### src/rtl/vram_byte_sequencer.sv
// Steps through the bytes of a VRAM word on CAS strobes and presents them to the gate array,
// either directly or through a de-masked delay line selected in fetch units.
module vram_byte_sequencer #(
  parameter int BYTES   = 2,
  parameter int DELAY_W = 2
) (
  input  logic                     clk,
  input  logic                     reset_n,
  input  logic                     ce,
  input  logic                     cpu_n,
  input  logic                     ras_n,
  input  logic                     cas_n,
  input  logic                     de,
  input  logic                     shift_en,
  input  logic [DELAY_W-1:0]       delay,
  input  logic [8*BYTES-1:0]       vram_din,
  output logic [7:0]               vram_d,
  output logic [$clog2(BYTES)-1:0] byte_idx,
  output logic                     byte_valid
);

  localparam int IDX_W = $clog2(BYTES);
  localparam int DEPTH = (2 ** DELAY_W) - 1;
  localparam logic [IDX_W-1:0] IDX_MAX = IDX_W'(BYTES - 1);

  logic       cas_n_old;
  logic       armed;
  logic [7:0] dline [DEPTH];

  logic       fetch;
  logic       step;
  logic       use_dly;
  logic [7:0] sel_byte;
  logic [7:0] push_byte;
  logic [7:0] dly_byte;

  always_comb begin
    // armed keeps a CAS already low at reset release from counting as a falling edge
    fetch     = armed && cpu_n && !ras_n && !cas_n && cas_n_old;
    step      = cpu_n && !ras_n && cas_n && !cas_n_old;
    use_dly   = shift_en && (delay != '0);

    sel_byte = '0;
    for (int unsigned k = 0; k < BYTES; k++) begin
      if (byte_idx == IDX_W'(k)) sel_byte = vram_din[8*k +: 8];
    end
    push_byte = de ? sel_byte : '0;

    dly_byte = '0;
    for (int unsigned s = 0; s < DEPTH; s++) begin
      if (delay == DELAY_W'(s + 1)) dly_byte = dline[s];
    end
  end

  always_ff @(posedge clk or negedge reset_n) begin
    if (!reset_n) begin
      cas_n_old  <= 1'b1;
      armed      <= 1'b0;
      vram_d     <= '0;
      byte_idx   <= '0;
      byte_valid <= 1'b0;
      for (int unsigned s = 0; s < DEPTH; s++) dline[s] <= '0;
    end else if (ce) begin
      cas_n_old  <= cas_n;
      armed      <= 1'b1;
      byte_valid <= fetch;

      if (!cpu_n)
        byte_idx <= '0;
      else if (step && byte_idx != IDX_MAX)
        byte_idx <= byte_idx + 1'b1;

      if (fetch) begin
        vram_d   <= use_dly ? dly_byte : sel_byte;
        dline[0] <= push_byte;
        for (int unsigned s = 1; s < DEPTH; s++) dline[s] <= dline[s-1];
      end
    end
  end

endmodule

### config.mk
export PLATFORM = sky130hd
export DESIGN_NAME = vram_byte_sequencer
export DESIGN_NICKNAME = d
export VERILOG_FILES = /design/src/rtl/vram_byte_sequencer.sv
export SDC_FILE = /design/constraint.sdc
export NUM_CORES = 1
export LEC_CHECK = 0
export CAP_MARGIN = 30
export CORE_UTILIZATION = 50
export CTS_CLUSTER_SIZE = 30
export DETAILED_ROUTE_END_ITERATION = 8
export GPL_TIMING_DRIVEN = 0
export PLACE_DENSITY = 0.84
export SYNTH_ARGS = -nofsm -noshare
export SYNTH_HDL_FRONTEND = slang
export SYNTH_SLANG_ARGS = --single-unit
### constraint.sdc
create_clock -name clk -period 2.8 [get_ports clk]
set_clock_uncertainty 0.1 [all_clocks]
set_input_delay 0.56 -clock clk [delete_from_list [all_inputs] [get_ports clk]]
set_output_delay 0.56 -clock clk [all_outputs]
set_load 0.01 [all_outputs]
==> results.md, run 1 <==
- Placed Instance Area: 2180 um^2
- Synth Area in Adders: 0
- Area taken by multi-input logic gates: 774 um^2
- Met1 global-route usage: 0.309
- Headroom to the max-slew limit: 0.476
- Cell leakage power: 1.03 nW
- Cell family contributing the most delay on the critical path: simple AND/OR/NAND/NOR gates
- Number of antenna violations at the first check in global routing: 0
- Total wire length: 4180 um
- Total I/O pin count: 36
- Post-route antenna net violation count: 0
- Area delta synth->final: 23.7%
- CTS-repair resized insts: 0
- Count of different cell masters after synthesis: 24
- Final hold violations: 0
- Layout cell share with drive strength beyond 1: 0.216
- Most frequent cells in the layout: sky130_fd_sc_hd__dfrtp_1, sky130_fd_sc_hd__clkdlybuf4s50_1, sky130_fd_sc_hd__o21ai_0, sky130_fd_sc_hd__mux2_2, sky130_fd_sc_hd__inv_1
- Xor-xnor portion of the synthesized cell area: 0
- Part of the power in registers: 0.527
- Critical path depth: 5
- Switching power summed over all nets: 360 uW
- Violation count after the first detailed-route iteration: 70
- Post-Synthesis Mean Instance Area: 11.8 um^2
- GP Congestion: 0.793
- R2r startpoint: cas_n_old
- Number of instances in the synthesized netlist: 153
- Largest stage delay on the critical path: 0.61 ns
- Sequential element share of the synthesized area: 0.500
- Largest net degree at the start of global routing: 37
- Reg2Reg Capture Point: vram_d[4]
- Post-placement worst setup slack: 0.222 ns
- RSZ-0062 raised after global routing: false
- Die Outline Area: 3850 um^2
- Transition time at the pin with the least slew margin: 0.786 ns
- Maximum Capacitance Violations: 0
- Aggregate global-route resource usage: 0.258
- Mux contribution to synthesized area: 0.215
- Critical path capture point: vram_d[4]
- Result of the run: finished, final reports clean
- Total count of max-transition violations in the final report: 0
- Final nets: 219
- Internal power summed over all cells: 892 uW
- YS warnings: 0
- Initial standard-cell utilization of the core: 0.532
- Startpoint-to-endpoint class of the critical path: in2reg
- Post-detailed-route wirelength per cell: 17.4 um
- Maximum clock path buffer count: 2
- Top Usage Layer GRT: met2
- Via count: 1,368
- Post-Route Setup TNS: 0 ns
- Worst endpoint required time: 2.92 ns
- Detailed-router iteration count before antenna repair: 4
- Worst vdd ir: 0.000269 V
- Shortest clock period the worst path allows after layout: 2.22 ns
- PnR worst setup slack: 0.575 ns
- Post-synthesis sequential element count: 36
- Port bufs: 32
- Max Clk Rate: 0.449 GHz
- CTS clk-pin slew, worst paths: 0.11 ns
- Die span in y: 62.1 um
- Num rows: 21
- Comb power frac: 0.260
- Global Route met2 Usage: 0.450
- Cell-by-cell listing of the critical path: clkdlybuf4s50_1 > nand4b_2 > nor3_1 > buf_2 > a221oi_1
- Post-synthesis share of cell area spent on and, or, nand and nor gates: 0.0715
- TritonCTS clock tree: yes
- Number of inserted filler cells in the final layout: 259
- Compound-Gate Fraction of Synth Area: 0.143
- Nets in the synthesized netlist: 179
- Post-CTS setup buffers: 0
- Final cell count without fillers: 240
- CP Buf/Inv Count: 2
- Final instance area: 2230 um^2
- Cell depth of the worst flop-to-flop path: 4
- Worst-case register-to-register setup slack: 0.79 ns
- Most common library cell in the layout ignoring fill and taps: sky130_fd_sc_hd__dfrtp_1
- Kind of end point of the critical path: flop
- Clock buffer count from CTS: 5
- Clk_lat worst skew: 0.35 ns
- Combined area of all synthesized cells: 1800 um^2
- Number of sinks driven by the clock tree: 36
- Slowest library cell on the worst path: sky130_fd_sc_hd__nor3_1
- Global route overflow: 0
- Hold buffer count at cts: 0
- Maximum fanout count along the critical path: 9
- Launch point of the critical path: cas_n
- Main combinational cell family by area after synthesis: multiplexers
- Register area: 902 um^2
- Total power divided by cell area: 561 nW/um^2
- Number of global-route vias before repair: 1,464
- Setup-failing EPs final: 0
- Die Span X: 62.1 um
- Placed cell count: 232
- Clock root buffer: sky130_fd_sc_hd__clkbuf_4
- Via/cell ratio: 5.70
- Clock share of power: 0.213
- Fraction of power spent switching nets: 0.287
- Fin crit share: 0.795
- Sort of element at the start of the critical path: input port
- Hold crit path type: in2async
- GR Util met3: 0.0435
- # H-tree levels: 2
- Post-route DRC: 0
- Area of the placeable core: 3390 um^2
- First-pass GRT wire length: 6820 um
- Total inserted antenna cells: 0
- Worst endpoint data arrival time: 2.34 ns
- DP Wirelength: 2940 um
## stage by stage
step / hold slack, ns / utilization / total power [mW]
CTS: 0.198 / 0.658 / 1.26
global placement: 0.384 / 0.643 / 0.979
floorplan: 0.164 / - / 0.832
global route: 0.226 / 0.658 / 1.33
finish: 0.177 / 0.658 / 1.25
detailed placement: 0.385 / 0.643 / 0.998
## registers in the layout, summed over array words and instances, names as in the netlist
name and count:
byte_idx 1, dline 24, byte_valid 1, cas_n_old 1, armed 1, vram_d 8
## cell usage after synthesis, drive strengths merged
library cell  count  share of area
nand4b            1         0.0083
nand2b            2         0.0069
a41oi             1         0.0049
nor4              8          0.028
dfrtp            35           0.49
nand2             9          0.019
buf               9          0.037
clkbuf            3         0.0062
or2               2         0.0069
o2bb2ai           8          0.039
a21oi             1         0.0028
a221oi            8          0.042
dfstp             1          0.015
o21a              1         0.0042
o21ai            18          0.050
mux2i             8          0.044
mux2             24           0.17
inv              13          0.027
nor3              1         0.0028
## final cells by class
| type | instances | share of cell area |
|---|---|---|
| Clock inverter | 1 | 0.00224 |
| Multi-Input combinational cell | 92 | 0.347 |
| Clock buffer | 7 | 0.0202 |
| Timing Repair Buffer | 33 | 0.144 |
| Buffer | 12 | 0.0348 |
| Tap cell | 46 | 0.0258 |
| Inverter | 13 | 0.0219 |
| Sequential cell | 36 | 0.404 |
## power groups by stage
| stage | clock (mW) | combinational [mW] | sequential (mW) |
|---|---|---|---|
| floorplan | 0 | 0.159 | 0.674 |
| CTS | 0.276 | 0.329 | 0.659 |
| finish | 0.267 | 0.326 | 0.659 |
| global placement | 0 | 0.317 | 0.662 |
| global route | 0.301 | 0.358 | 0.669 |
| detailed placement | 0 | 0.328 | 0.669 |
## worst min-delay path by stage
stage | to | slack, ns | cells after the start
finish | vram_d[3] | 0.18 | 1
CTS | vram_d[3] | 0.20 | 1
global route | dline[10] | 0.23 | 1
global placement | armed | 0.38 | 1
floorplan | armed | 0.16 | 0
detailed placement | armed | 0.39 | 1
## routing by layer
metal,wire (um),vias to the layer above
met3,263,9
met5,0,-
met2,2190,56
li1,-,635
met4,67,0
met1,1660,668
## logic make-up (layout without fill, tap and decap cells)
group                  after synthesis  count (layout)
muxes                               32              32
buffers and inverters               25              66
and+or+nand+nor                     23              23
DFF                                 36              36
AOI/OAI and AO/OA                   37              37
Note: power is estimated with default switching activity, not from simulation.
==> run 2: changes to the inputs <==
==> constraint.sdc (replaced) <==
create_clock -name clk -period 2.15 [get_ports clk]
set_clock_uncertainty 0.1 [all_clocks]
set_input_delay 0.43 -clock clk [delete_from_list [all_inputs] [get_ports clk]]
set_output_delay 0.43 -clock clk [all_outputs]
set_load 0.01 [all_outputs]
==> results.md, run 2 (synthesized netlist as in run 1, its figures left out) <==
- Worst endpoint data arrival time: 2.15 ns
- Register area: 902 um^2
- Die Outline Area: 3850 um^2
- Transition time at the pin with the least slew margin: 0.799 ns
- Area of the placeable core: 3390 um^2
- Hold crit path type: in2async
- Global route overflow: 0
- DP Wirelength: 2940 um
- Worst endpoint required time: 2.29 ns
- TritonCTS clock tree: yes
- Sort of element at the start of the critical path: input port
- Shortest clock period the worst path allows after layout: 2.02 ns
- CTS clk-pin slew, worst paths: 0.11 ns
- Final hold violations: 0
- Post-detailed-route wirelength per cell: 17.7 um
- Final nets: 219
- Startpoint-to-endpoint class of the critical path: in2reg
- Total I/O pin count: 36
- Area delta synth->final: 24.0%
- Setup-failing EPs final: 0
- Aggregate global-route resource usage: 0.258
- Most frequent cells in the layout: sky130_fd_sc_hd__dfrtp_1, sky130_fd_sc_hd__clkdlybuf4s50_1, sky130_fd_sc_hd__o21ai_0, sky130_fd_sc_hd__mux2_2, sky130_fd_sc_hd__inv_1
- Largest registers ranked by flip-flop count: dline x24, vram_d x8
- Area taken by multi-input logic gates: 779 um^2
- Die span in y: 62.1 um
- Violation count after the first detailed-route iteration: 68
- Layout cell share with drive strength beyond 1: 0.222
- RSZ-0062 raised after global routing: false
- Fin crit share: 0.938
- Via count: 1,359
- Post-route DRC: 0
- Post-placement worst setup slack: -0.298 ns
- Post-route antenna net violation count: 0
- Maximum clock path buffer count: 2
- Cell leakage power: 1.03 nW
- Result of the run: finished, final reports clean
- CTS-repair resized insts: 0
- Post-CTS setup buffers: 0
- Total power divided by cell area: 732 nW/um^2
- Clock root buffer: sky130_fd_sc_hd__clkbuf_4
- Worst vdd ir: 0.000350 V
- First-pass GRT wire length: 6820 um
- Initial standard-cell utilization of the core: 0.532
- Clock buffer count from CTS: 5
- Via/cell ratio: 5.66
- Number of inserted filler cells in the final layout: 259
- Headroom to the max-slew limit: 0.467
- Largest register by flop count: dline
- Num rows: 21
- Largest net degree at the start of global routing: 37
- Number of antenna violations at the first check in global routing: 0
- GP Congestion: 0.793
- Port bufs: 32
- Detailed-router iteration count before antenna repair: 4
- Number of global-route vias before repair: 1,464
- PnR worst setup slack: 0.133 ns
- Max Clk Rate: 0.496 GHz
- Clk_lat worst skew: 0.36 ns
- Total count of max-transition violations in the final report: 0
- # H-tree levels: 2
- Number of sinks driven by the clock tree: 36
- Most common library cell in the layout ignoring fill and taps: sky130_fd_sc_hd__dfrtp_1
- Hold buffer count at cts: 0
- Fraction of the core area covered by cells at the end of the flow: 0.660
- Maximum fanout count along the critical path: 10
- Die Span X: 62.1 um
- Total inserted antenna cells: 0
- Total wire length: 4250 um
- Kind of end point of the critical path: flop
- Flip-flop count of the largest register, all copies and words added: 24
- Maximum Capacitance Violations: 0
==> run 2: metrics by stage <==
| step | power [mW] | std cells | hold slack, ns | setup TNS (ns) | instance area, um^2 |
|---|---|---|---|---|---|
| finish | 1.64 | 240 | 0.0480 | 0 | 2240 |
| global route | 1.73 | 240 | 0.0964 | 0 | 2240 |
| CTS | 1.65 | 240 | 0.0684 | 0 | 2230 |
| detailed placement | 1.30 | 232 | 0.385 | -5.15 | 2180 |
| global placement | 1.27 | 231 | 0.384 | -12.34 | 2180 |
| floorplan | 1.08 | 153 | 0.0344 | 0 | 1800 |
==> run 2: metal layers <==
layer	wire, um	track usage
met5	0	0
met2	2190	0.450
met1	1740	0.309
met4	77	0.121
met3	238	0.0435
==> run 2: final timing paths <==
| kind | start | to | slack [ns] | cells past startpoint |
|---|---|---|---|---|
| hold reg to reg | armed | armed | 0.41 | 1 |
| max in group asynchronous | reset_n | vram_d[4] | 1.38 | 1 |
| setup reg to reg | cas_n_old | dline[4] | 0.21 | 5 |
| hold / removal | reset_n | vram_d[3] | 0.05 | 1 |
| min in group clk | de | dline[23] | 0.36 | 3 |
| setup / recovery | cas_n | dline[4] | 0.13 | 6 |
==> run 2: where the power goes <==
| part | total [mW] | switching (mW) | internal [mW] | leakage, nW |
|---|---|---|---|---|
| logic | 0.425 | 0.177 | 0.248 | 0.540 |
| clock network | 0.351 | 0.224 | 0.127 | 0.0293 |
| registers | 0.859 | 0.0727 | 0.787 | 0.458 |
==> run 2: final cells by class <==
cell class | instances | share of cell area
Inverter | 13 | 0.0218
Clock buffer | 7 | 0.0201
Multi-Input combinational cell | 92 | 0.349
Sequential cell | 36 | 0.403
Buffer | 12 | 0.0347
Clock inverter | 1 | 0.00224
Timing Repair Buffer | 33 | 0.143
Tap cell | 46 | 0.0257
==> run 2: worst max-delay path, cell delays in order <==
cell,delay (ns)
sky130_fd_sc_hd__clkdlybuf4s50_1,0.43
sky130_fd_sc_hd__nand4b_2,0.38
sky130_fd_sc_hd__or2_1,0.31
sky130_fd_sc_hd__buf_6,0.14
sky130_fd_sc_hd__buf_6,0.16
sky130_fd_sc_hd__mux2_4,0.30
==> run 3: changes to the inputs <==
--- a/config.mk
+++ b/config.mk
@@ -7,7 +7,7 @@
 export LEC_CHECK = 0
 export CAP_MARGIN = 30
 export CORE_UTILIZATION = 50
-export CTS_CLUSTER_SIZE = 30
+export CTS_CLUSTER_SIZE = 12
 export DETAILED_ROUTE_END_ITERATION = 8
 export GPL_TIMING_DRIVEN = 0
 export PLACE_DENSITY = 0.84
==> results of run 3 <==
Final layout, timing and power as in run 2 (identical DEF).
